==> src/rtl/control_pc_if.sv <==
// Request/response bundle between the ID/EX pipeline stages and the next-PC controller.
// The master drives redirect and stall requests; the slave owns the PC and the flush strobes.
interface control_pc_if #(
   parameter int ANCHO_CONT = 16
);
   logic                  stall;
   logic                  jump;
   logic [25:0]           instr_index;
   logic [3:0]            pc4_id;
   logic                  jr;
   logic [31:0]           jr_target;
   logic                  branch_taken;
   logic [31:0]           branch_target;
   logic [31:0]           pc;
   logic [31:0]           pc4;
   logic                  flush_if;
   logic                  flush_id;
   logic                  err_alineacion;
   logic [ANCHO_CONT-1:0] redirects;
   logic                  dbg_state;

   // Requests are level signals sampled every CORRE cycle; there is no
   // valid/ready pairing. A request is consumed at the rising edge that ends
   // the cycle in which it is high, unless a higher-priority request masks it.
   // A masked request must be re-presented by the master.
   modport master (
      output stall, jump, instr_index, pc4_id, jr, jr_target,
             branch_taken, branch_target,
      input  pc, pc4, flush_if, flush_id, err_alineacion, redirects, dbg_state
   );

   modport slave (
      input  stall, jump, instr_index, pc4_id, jr, jr_target,
             branch_taken, branch_target,
      output pc, pc4, flush_if, flush_id, err_alineacion, redirects, dbg_state
   );
endinterface

==> src/rtl/control_pc.sv <==
// Next-PC controller: owns the PC, arbitrates branch/stall/JR/J redirects,
// drives the IF/ID and ID/EX flush strobes and keeps debug error/redirect counters.
module control_pc #(
   parameter logic [31:0] PC_RESET   = 32'h0000_0000,
   parameter int          ANCHO_CONT = 16
) (
   input  logic         clk,
   input  logic         reset,
   control_pc_if.slave  bus
);

   typedef enum logic {
      ARRANQUE = 1'b0,
      CORRE    = 1'b1
   } estado_t;

   estado_t               r_estado;
   estado_t               w_estado_sig;
   logic [31:0]           r_pc;
   logic [31:0]           w_pc_sig;
   logic [31:0]           w_pc4;
   logic                  w_flush_if;
   logic                  w_flush_id;
   logic                  w_redirect;
   logic                  w_err_set;
   logic                  r_err;
   logic [ANCHO_CONT-1:0] r_redirects;

   assign w_pc4 = r_pc + 32'd4;

   always_ff @(posedge clk or posedge reset) begin
      if (reset) begin
         r_estado <= ARRANQUE;
         r_pc     <= PC_RESET;
      end else begin
         r_estado <= w_estado_sig;
         r_pc     <= w_pc_sig;
      end
   end

   // Priority: branch squashes everything younger, then stall, then JR, then J.
   always_comb begin
      w_estado_sig = r_estado;
      w_pc_sig     = r_pc;
      w_flush_if   = 1'b1;
      w_flush_id   = 1'b1;
      w_redirect   = 1'b0;
      w_err_set    = 1'b0;
      case (r_estado)
         ARRANQUE: begin
            w_estado_sig = CORRE;
         end
         CORRE: begin
            w_flush_if = 1'b0;
            w_flush_id = 1'b0;
            if (bus.branch_taken) begin
               w_pc_sig   = bus.branch_target;
               w_flush_if = 1'b1;
               w_flush_id = 1'b1;
               w_redirect = 1'b1;
            end else if (bus.stall) begin
               w_flush_id = 1'b1;
            end else if (bus.jr) begin
               w_pc_sig   = {bus.jr_target[31:2], 2'b00};
               w_flush_if = 1'b1;
               w_redirect = 1'b1;
               w_err_set  = (bus.jr_target[1:0] != 2'b00);
            end else if (bus.jump) begin
               w_pc_sig   = {bus.pc4_id, bus.instr_index, 2'b00};
               w_flush_if = 1'b1;
               w_redirect = 1'b1;
            end else begin
               w_pc_sig = w_pc4;
            end
         end
         default: begin
            w_estado_sig = ARRANQUE;
         end
      endcase
   end

   always_ff @(posedge clk or posedge reset) begin
      if (reset) begin
         r_err       <= 1'b0;
         r_redirects <= '0;
      end else begin
         if (w_err_set) begin
            r_err <= 1'b1;
         end
         if (w_redirect && (r_redirects != {ANCHO_CONT{1'b1}})) begin
            r_redirects <= r_redirects + 1'b1;
         end
      end
   end

   assign bus.pc             = r_pc;
   assign bus.pc4            = w_pc4;
   assign bus.flush_if       = w_flush_if;
   assign bus.flush_id       = w_flush_id;
   assign bus.err_alineacion = r_err;
   assign bus.redirects      = r_redirects;
   assign bus.dbg_state      = r_estado;

endmodule
==> src/flat_wrapper.sv <==
// flat-port wrapper written by rule: the top's interface ports become plain ports
module control_pc_flat 
#(
   parameter logic [31:0] PC_RESET   = 32'h0000_0000,
   parameter int          ANCHO_CONT = 16
)
  (clk, reset, bus_stall, bus_jump, bus_instr_index, bus_pc4_id, bus_jr, bus_jr_target, bus_branch_taken, bus_branch_target, bus_pc, bus_pc4, bus_flush_if, bus_flush_id, bus_err_alineacion, bus_redirects, bus_dbg_state);
  control_pc_if #(.ANCHO_CONT(ANCHO_CONT)) bus_i ();
  input  logic clk;
  input  logic reset;
  input wire logic [$bits(bus_i.stall)-1:0] bus_stall;
  input wire logic [$bits(bus_i.jump)-1:0] bus_jump;
  input wire logic [$bits(bus_i.instr_index)-1:0] bus_instr_index;
  input wire logic [$bits(bus_i.pc4_id)-1:0] bus_pc4_id;
  input wire logic [$bits(bus_i.jr)-1:0] bus_jr;
  input wire logic [$bits(bus_i.jr_target)-1:0] bus_jr_target;
  input wire logic [$bits(bus_i.branch_taken)-1:0] bus_branch_taken;
  input wire logic [$bits(bus_i.branch_target)-1:0] bus_branch_target;
  output wire logic [$bits(bus_i.pc)-1:0] bus_pc;
  output wire logic [$bits(bus_i.pc4)-1:0] bus_pc4;
  output wire logic [$bits(bus_i.flush_if)-1:0] bus_flush_if;
  output wire logic [$bits(bus_i.flush_id)-1:0] bus_flush_id;
  output wire logic [$bits(bus_i.err_alineacion)-1:0] bus_err_alineacion;
  output wire logic [$bits(bus_i.redirects)-1:0] bus_redirects;
  output wire logic [$bits(bus_i.dbg_state)-1:0] bus_dbg_state;
  assign bus_i.stall = bus_stall;
  assign bus_i.jump = bus_jump;
  assign bus_i.instr_index = bus_instr_index;
  assign bus_i.pc4_id = bus_pc4_id;
  assign bus_i.jr = bus_jr;
  assign bus_i.jr_target = bus_jr_target;
  assign bus_i.branch_taken = bus_branch_taken;
  assign bus_i.branch_target = bus_branch_target;
  assign bus_pc = bus_i.pc;
  assign bus_pc4 = bus_i.pc4;
  assign bus_flush_if = bus_i.flush_if;
  assign bus_flush_id = bus_i.flush_id;
  assign bus_err_alineacion = bus_i.err_alineacion;
  assign bus_redirects = bus_i.redirects;
  assign bus_dbg_state = bus_i.dbg_state;
  control_pc #(.PC_RESET(PC_RESET), .ANCHO_CONT(ANCHO_CONT)) u_core (.clk(clk), .reset(reset), .bus(bus_i));
endmodule
==> config.mk <==
export PLATFORM = sky130hd
export DESIGN_NAME = control_pc_flat
export DESIGN_NICKNAME = d
export VERILOG_FILES = /design/src/rtl/control_pc_if.sv /design/src/rtl/control_pc.sv /design/src/flat_wrapper.sv
export SDC_FILE = /design/constraint.sdc
export NUM_CORES = 1
export LEC_CHECK = 0
export CORE_ASPECT_RATIO = 0.5
export CORE_MARGIN = 2
export CORE_UTILIZATION = 38
export DETAILED_ROUTE_END_ITERATION = 8
export PLACE_DENSITY = 0.89
export SLEW_MARGIN = 10
export SYNTH_ARGS = -nofsm -noshare
export SYNTH_HDL_FRONTEND = slang
export SYNTH_SLANG_ARGS = --single-unit
export TNS_END_PERCENT = 30
==> constraint.sdc <==
create_clock -name clk -period 2 [get_ports clk]
set_clock_uncertainty 0.1 [all_clocks]
set_input_delay 0.4 -clock clk [delete_from_list [all_inputs] [get_ports clk]]
set_output_delay 0.4 -clock clk [all_outputs]
set_load 0.01 [all_outputs]
# == Word-level counts from Yosys, hierarchy flattened ==
# Cells that the tools add are included.
# op_classes
n_addsub,2
n_eq_ne,2
n_reduce_logical,3
muxes,17
# ops
cell,n
2-to-1 mux 32 bit,4
adder 32 x 3 -> 32 bit (second input constant),1
adder 16 x 1 -> 16 bit (second input constant),1
!= test 16 bit (second input constant),1
2-to-1 mux 1 bit,13
!= test 2 x 1 -> 1 bit (second input constant),1
AND reduction 2 bit,1
nonzero test 2 bit,1
logical AND 1 bit,1
# word_totals
inputBits,100
register_bits,50
output_inout_bits,84
word_cells,28

# == Logic depth before layout (Yosys ltp) ==
# Gate-level depths: netlist of the first run.
# logic_depth
ltp_word,6
mapped_depth,8
ltp_nobuf,6

# == Worst setup path before layout of the first run ==
# OpenSTA, ideal clock, no wires.
# synth_path
path_kind,register -> output
from,"register u_core.r_pc[19], in the netlist u_core.bus.pc[19]"
to,output bus_pc4[30]
path_slack_ps,-264
stages_incl_launch_ff,6
t_arrival_ps,1764
cell_sequence,dfrtp_1 > and4_4 > nand4_4 > or3_4 > nor2_1 > xor2_1
# synth_between
elab_chain_len,1
# synth_lines
element,line_no,text
"start, declared",control_pc.sv:19,logic [31:0] r_pc;
"start signal, assigned",control_pc.sv:37,r_pc <= w_pc_sig;
adder 32 x 3 -> 32 bit,control_pc.sv:29,assign w_pc4 = r_pc + 32'd4;
"end, declared",flat_wrapper.sv:20,output wire logic [$bits(bus_i.pc4)-1:0] bus_pc4;
# No other way between the ends.

# == Final worst setup path of the first run ==
# layout_path
from,"register u_core.r_pc[5], in the netlist u_core.bus.pc[5]"
to,output bus_pc4[17]
# The elaborated chain is that of the path after synthesis.

==> qor.csv, run 1 <==
metric;value;unit
status;finished with violations;
failing checks;setup timing;
setup TNS;-13.47;ns
DR pass1 iterations;7;
initial antenna violation count;1;
final setup violation count;46;
Pleak;3.10;nW
placed cell area;6550;um2
VDD IR-drop max;389;uV
core box area;9570;um2
Syn Nets;537;
Final Cell Area;7060;um2
post-synth top area share;32.9;%
largest net degree at the start of global routing;34;
Area Overhead vs Synth;85.8;%
Total Routing Usage GR;32.0;%
RSZ-0062 raised after global routing;yes;
pwr/cell area;624;nW/um2
Area contributors post-synth;dfrtp_1 (33%), xnor2_1 (5.1%), nand2_1 (4.1%), xor2_1 (3.9%), a221oi_1 (3.5%);
flop and latch count out of synthesis;50;
CP endpoint kind;primary output;
Max-Cap Viols;0;
Row Count;25;
Ys Warns;0;
Post-DP HPWL;12.3;mm
cts hold-fix bufs;0;
EDFF count, synth;0;
most used standard cell by instance count after synthesis;dfrtp_1;
vias in the first global route;5089;
fin. max-slew vios;0;
Num CTS Buffers;5;
Final GP Congestion;0.916;
Worst Path Buf+Inv;4;
Die Ht;74.7;um
crit share post-route;131;%
CP dominant cell by count;buf_4;
crit path cell chain;buf_4 > nand4_1 > buf_4 > nor4_4 > buf_4 > and4_4 > xor2_1 > buf_2;
total area of sequential cells;1260;um2
Clock Tree Root;clkbuf_16;
Post-synth top cells;dfrtp_1 (50), nand2_1 (41), nor2_1 (27), o21ai_0 (22), xnor2_1 (22);
htree depth;2;
routed vias;5630;
Setup crit start kind;flip-flop;
drt wl/cell;24.0;um
CTS tree;done;
Final Worst Setup Slack;-0.611;ns
CP max FO;2;
CP required;1.50;ns
WS Path Type;flip-flop to primary output;
WL final;20.8;mm
Filler Cell Count;560;
Sink Count;50;
Seq/Total Area, Yosys;32.9;%
Max stage delay on crit path;0.39;ns
DRT iter0 DRCs;980;
Reg clk slew, reported paths;0.08;ns
Multi-input gate area;2640;um2
via/cell ratio;6.52;
r2r worst-path depth;9;
CP delay by family, top;buffers and inverters;
Synth Area per Inst;8.74;um2
first-pass GRT wire length;27.4;mm
Top Ports;184;
Worst-Skew Late Latency;0.31;ns
initial core utilization;39.7;%
DRC viols;0;
Synth cell types;72;
Post-DRT Antenna Nets;0;
Hold/Removal Path Class;input port to async pin;
reg-to-reg slack, setup;-0.28;ns
final cell utilization of the core;73.8;%
die area;10900;um2
Syn Inst Count;435;
Fmax achieved;0.383;GHz
Critical Path AT;2.11;ns
Tmin final;2.61;ns
layout cells sized above 1;35.2;%
measured slew at the worst slew-check pin;0.741;ns
nets;828;
Setup WS pre-CTS;-0.668;ns
die width;145;um
reg2reg start;u_core.bus.pc[5]$_DFFE_PP0P_;
residual overflow from global routing;0;
number of port buffers;183;
cell taking the most area after synthesis;dfrtp_1;
CTS max path bufs;2;
Reg-to-Reg End;u_core.bus.pc[24]$_DFFE_PP0P_;
relative slew slack;50.4;%
FFs w/ async S/R, synth;100;%
worst hold slack;0.338;ns
Synth Flop Type;dfrtp_1;
Hold Violations, Final;0;
CP max stage cell;dfrtp_1;
Synth Cell Area;3800;um2
[area by class of cell]
class                      instances  area share (%)
timing repair buffer             316            39.5
multi-input combinational        341            37.5
sequential                        50            17.8
tap                              135            2.39
clock buffer                       5            1.77
inverter                          12           0.638
clock inverter                     3           0.301
antenna                            2          0.0709
[layout by cell type, fill, tap and decap left out, types with 9 or more instances in the layout]
cell type and instances:
o31ai_1 9, dfrtp_1 43, buf_2 24, nand2b_1 9, clkdlybuf4s50_1 144, nand4_1 9, nand3_1 17, buf_6 16
nand2_1 36, xnor2_1 13, a221oi_1 14, buf_4 118, o21ai_0 20, a21oi_1 12, xnor2_2 9, inv_1 10
xor2_1 16, nor2_1 22
[registers in the layout, summed over array words and instances (netlist names)]
register / cells
u_core.bus.dbg_state: 1
u_core.bus.err_alineacion: 1
u_core.bus.pc: 32
u_core.bus.redirects: 16
[what timing repair did]
action                     CTS  global route
hold endpoints to repair     0             0
setup buffers               15            10
resized for setup          154            50
pin swaps                   30            22
setup endpoints to repair   66            61
[worst reg2reg max path: cells and delay by family (launching register included)]
family                 cells  cell delay [ns]
and+or+nand+nor            3             0.65
buffers and inverters      4             0.64
AOI/OAI and AO/OA          2             0.42
DFF                        1             0.39
[cell families after synthesis]
group | share of synthesized area, %
flops | 32.9
mux | 2.44
fa+ha+maj | 0.658
buf+inv | 5.33
compound gates | 24.4
xor+xnor | 8.99
simple gates | 25.2
other cells | 0.0987
[metal layers]
layer	up-vias	global-route usage, %	share of wire [%]
met5	-	0	0
met4	0	19.0	8.7
met2	585	55.7	44
met3	211	7.03	12
li1	2229	-	-
met1	2605	38.0	35
[worst max path at each step]
stage | startpoint | cells past startpoint | to
floorplan | u_core.bus.pc[21]$_DFFE_PP0P_ | 5 | bus_pc4[30]
global placement | u_core.bus.pc[5]$_DFFE_PP0P_ | 7 | bus_pc4[24]
detailed placement | bus_jr | 8 | u_core.bus.pc[11]$_DFFE_PP0P_
CTS | u_core.bus.pc[8]$_DFFE_PP0P_ | 8 | bus_pc4[17]
global route | u_core.bus.pc[8]$_DFFE_PP0P_ | 8 | bus_pc4[17]
finish | u_core.bus.pc[5]$_DFFE_PP0P_ | 8 | bus_pc4[17]
[stage by stage]
step                total power (W)  instances
floorplan                   0.00213        435
global placement            0.00325        830
detailed placement          0.00331        830
CTS                         0.00417        852
global route                0.00455        862
finish                      0.00441        864
[report_power, final]
group	internal (W)	switching [W]	leakage, nW
Combinational	0.00110	0.00103	2.43
Sequential	0.00117	0.000195	0.600
Clock	0.000466	0.000445	0.0698
No activity file was read; power rests on OpenSTA's default activity.
==> inputs of run 2 (changes only) <==
SKIP_CTS_REPAIR_TIMING = 1   (was unset)
==> run 2 against run 1 <==
The run still ends with setup timing left; sequential cell count did not move; sequential share of layout area rose by 0.24 points; global-route usage fell by 3.8 points; critical endpoint unchanged; highest routed layer unchanged.
==> qor.csv, run 2 (synthesis gave the netlist of run 1 again) <==
metric;value;unit;change
Top Ports;184;;unchanged
die area;10900;um2;unchanged
fin. max-slew vios;0;;unchanged
Clock Tree Root;clkbuf_16;;
WL final;19.0;mm;-8.3%
DR pass1 iterations;7;;unchanged
Reg clk slew, reported paths;0.07;ns;about the same
Filler Cell Count;601;;+7.3%
initial antenna violation count;0;;-1
largest net degree at the start of global routing;34;;unchanged
Hold/Removal Path Class;input port to async pin;;
Area Overhead vs Synth;83.3;%;
Die Ht;74.7;um;unchanged
Num CTS Buffers;5;;unchanged
most frequent cells in the layout;clkdlybuf4s50_1 (147), buf_4 (110), dfrtp_1 (43);;
worst hold slack;0.354;ns;+0.0155 ns
residual overflow from global routing;0;;unchanged
final setup violation count;45;;-2.2%
measured slew at the worst slew-check pin;0.696;ns;-0.0457 ns
Fmax achieved;0.381;GHz;-0.62%
Hold Violations, Final;0;;unchanged
first-pass GRT wire length;24.2;mm;-12%
Sink Count;50;;unchanged
Post-DRT Antenna Nets;0;;unchanged
Post-DP HPWL;12.3;mm;unchanged
htree depth;2;;unchanged
routed vias;5309;;-5.7%
Row Count;25;;unchanged
via/cell ratio;6.23;;-4.4%
drt wl/cell;22.3;um;-7.0%
Final Worst Setup Slack;-0.627;ns;-0.0162 ns
failing checks;setup timing;;
Pwr Total;0.00432;W;-2.1%
CP required;1.50;ns;about the same
Critical Path AT;2.13;ns;+0.02 ns
die width;145;um;unchanged
setup TNS;-12.91;ns;+0.560 ns
DRC viols;0;;unchanged
status;finished with violations;;
DRT iter0 DRCs;666;;-32%
CP endpoint kind;primary output;;
pwr/cell area;620;nW/um2;-0.76%
layout cells sized above 1;32.5;%;-2.7 points
relative slew slack;53.4;%;+3.1 points
Antenna diodes;0;;-2
Tmin final;2.63;ns;+0.0162 ns
Setup crit start kind;flip-flop;;
WS Path Type;flip-flop to primary output;;
CTS max path bufs;2;;unchanged
number of port buffers;183;;unchanged
vias in the first global route;4746;;-6.7%
CP max FO;3;;+1
initial core utilization;39.7;%;unchanged
crit share post-route;131;%;+0.81 points
CTS tree;done;;
Final GP Congestion;0.916;;unchanged
most common cell after layout, fill and taps aside;clkdlybuf4s50_1;;
core box area;9570;um2;unchanged
Max-Cap Viols;0;;unchanged
VDD IR-drop max;403;uV;+3.7%
Worst-Skew Late Latency;0.31;ns;about the same
Total Routing Usage GR;28.2;%;-3.8 points
nets;818;;-1.2%
Pleak;3.06;nW;-1.3%
Largest register FFs;32;;unchanged
RSZ-0062 raised after global routing;yes;;
-- run 2: cell types whose count changed in the layout (fill, tap and decap cells not counted), sizes merged --
cell,delta
diode,-2
dlymetal6s2s,+4
clkbuf,+4
clkdlybuf4s15,-1
buf,-17
dlygate4sd2,-3
clkdlybuf4s50,+3
-- run 2: layer usage --
layer / up-vias / GRT usage (%) / share of wire (%)
met5: - / 0 / 0
met4: 0 / 11.7 / 7.1
met3: 145 / 6.12 / 11
met2: 437 / 50.6 / 47
met1: 2525 / 34.3 / 35
li1: 2202 / - / -
-- run 2: final timing paths --
kind / startpoint / to / slack, ns / cells past startpoint
worst max-delay path: u_core.bus.pc[12]$_DFFE_PP0P_ / bus_pc4[17] / -0.63 / 7
worst min-delay path: reset / u_core.bus.redirects[10]$_DFFE_PP0P_ / 0.35 / 3
worst max register to register: u_core.bus.pc[8]$_DFFE_PP0P_ / u_core.bus.pc[24]$_DFFE_PP0P_ / -0.35 / 9
worst min register to register: u_core.bus.redirects[15]$_DFFE_PP0P_ / u_core.bus.redirects[15]$_DFFE_PP0P_ / 0.40 / 1
max in group asynchronous: reset / u_core.bus.pc[22]$_DFFE_PP0P_ / 1.00 / 3
min in group clk: u_core.bus.redirects[15]$_DFFE_PP0P_ / u_core.bus.redirects[15]$_DFFE_PP0P_ / 0.40 / 1
-- run 2: where the power goes --
| part | internal, W | switching [W] |
|---|---|---|
| clock | 0.000465 | 0.000427 |
| combinational | 0.00109 | 0.000969 |
| sequential | 0.00117 | 0.000190 |
-- run 2: worst max-delay path: stages, from the launching register on --
cell and delay (ns):
dfrtp_1 0.48, nand4_4 0.13, buf_4 0.17, nor4_2 0.30
buf_4 0.16, and4_4 0.25, xor2_1 0.17, buf_2 0.16
-- run 2: layout make-up --
cell class / count / area (um2) / area share, %
clock buffer: 5 / 125 / 1.80
clock inverter: 3 / 21.3 / 0.305
inverter: 12 / 45.0 / 0.647
multi-input combinational: 341 / 2600 / 37.4
sequential: 50 / 1260 / 18.1
tap: 135 / 169 / 2.43
timing repair buffer: 306 / 2740 / 39.4
-- run 2: stage by stage --
stage,instances,setup slack (ns),util [%],area [um2]
3_3_place_gp,830,-0.523,68.5,6550
3_5_place_dp,830,-0.668,68.5,6550
4_1_cts,838,-0.918,70.0,6700
2_1_floorplan,435,-0.115,-,3880
6_report,852,-0.627,72.8,6970
5_1_grt,852,-0.682,72.8,6970
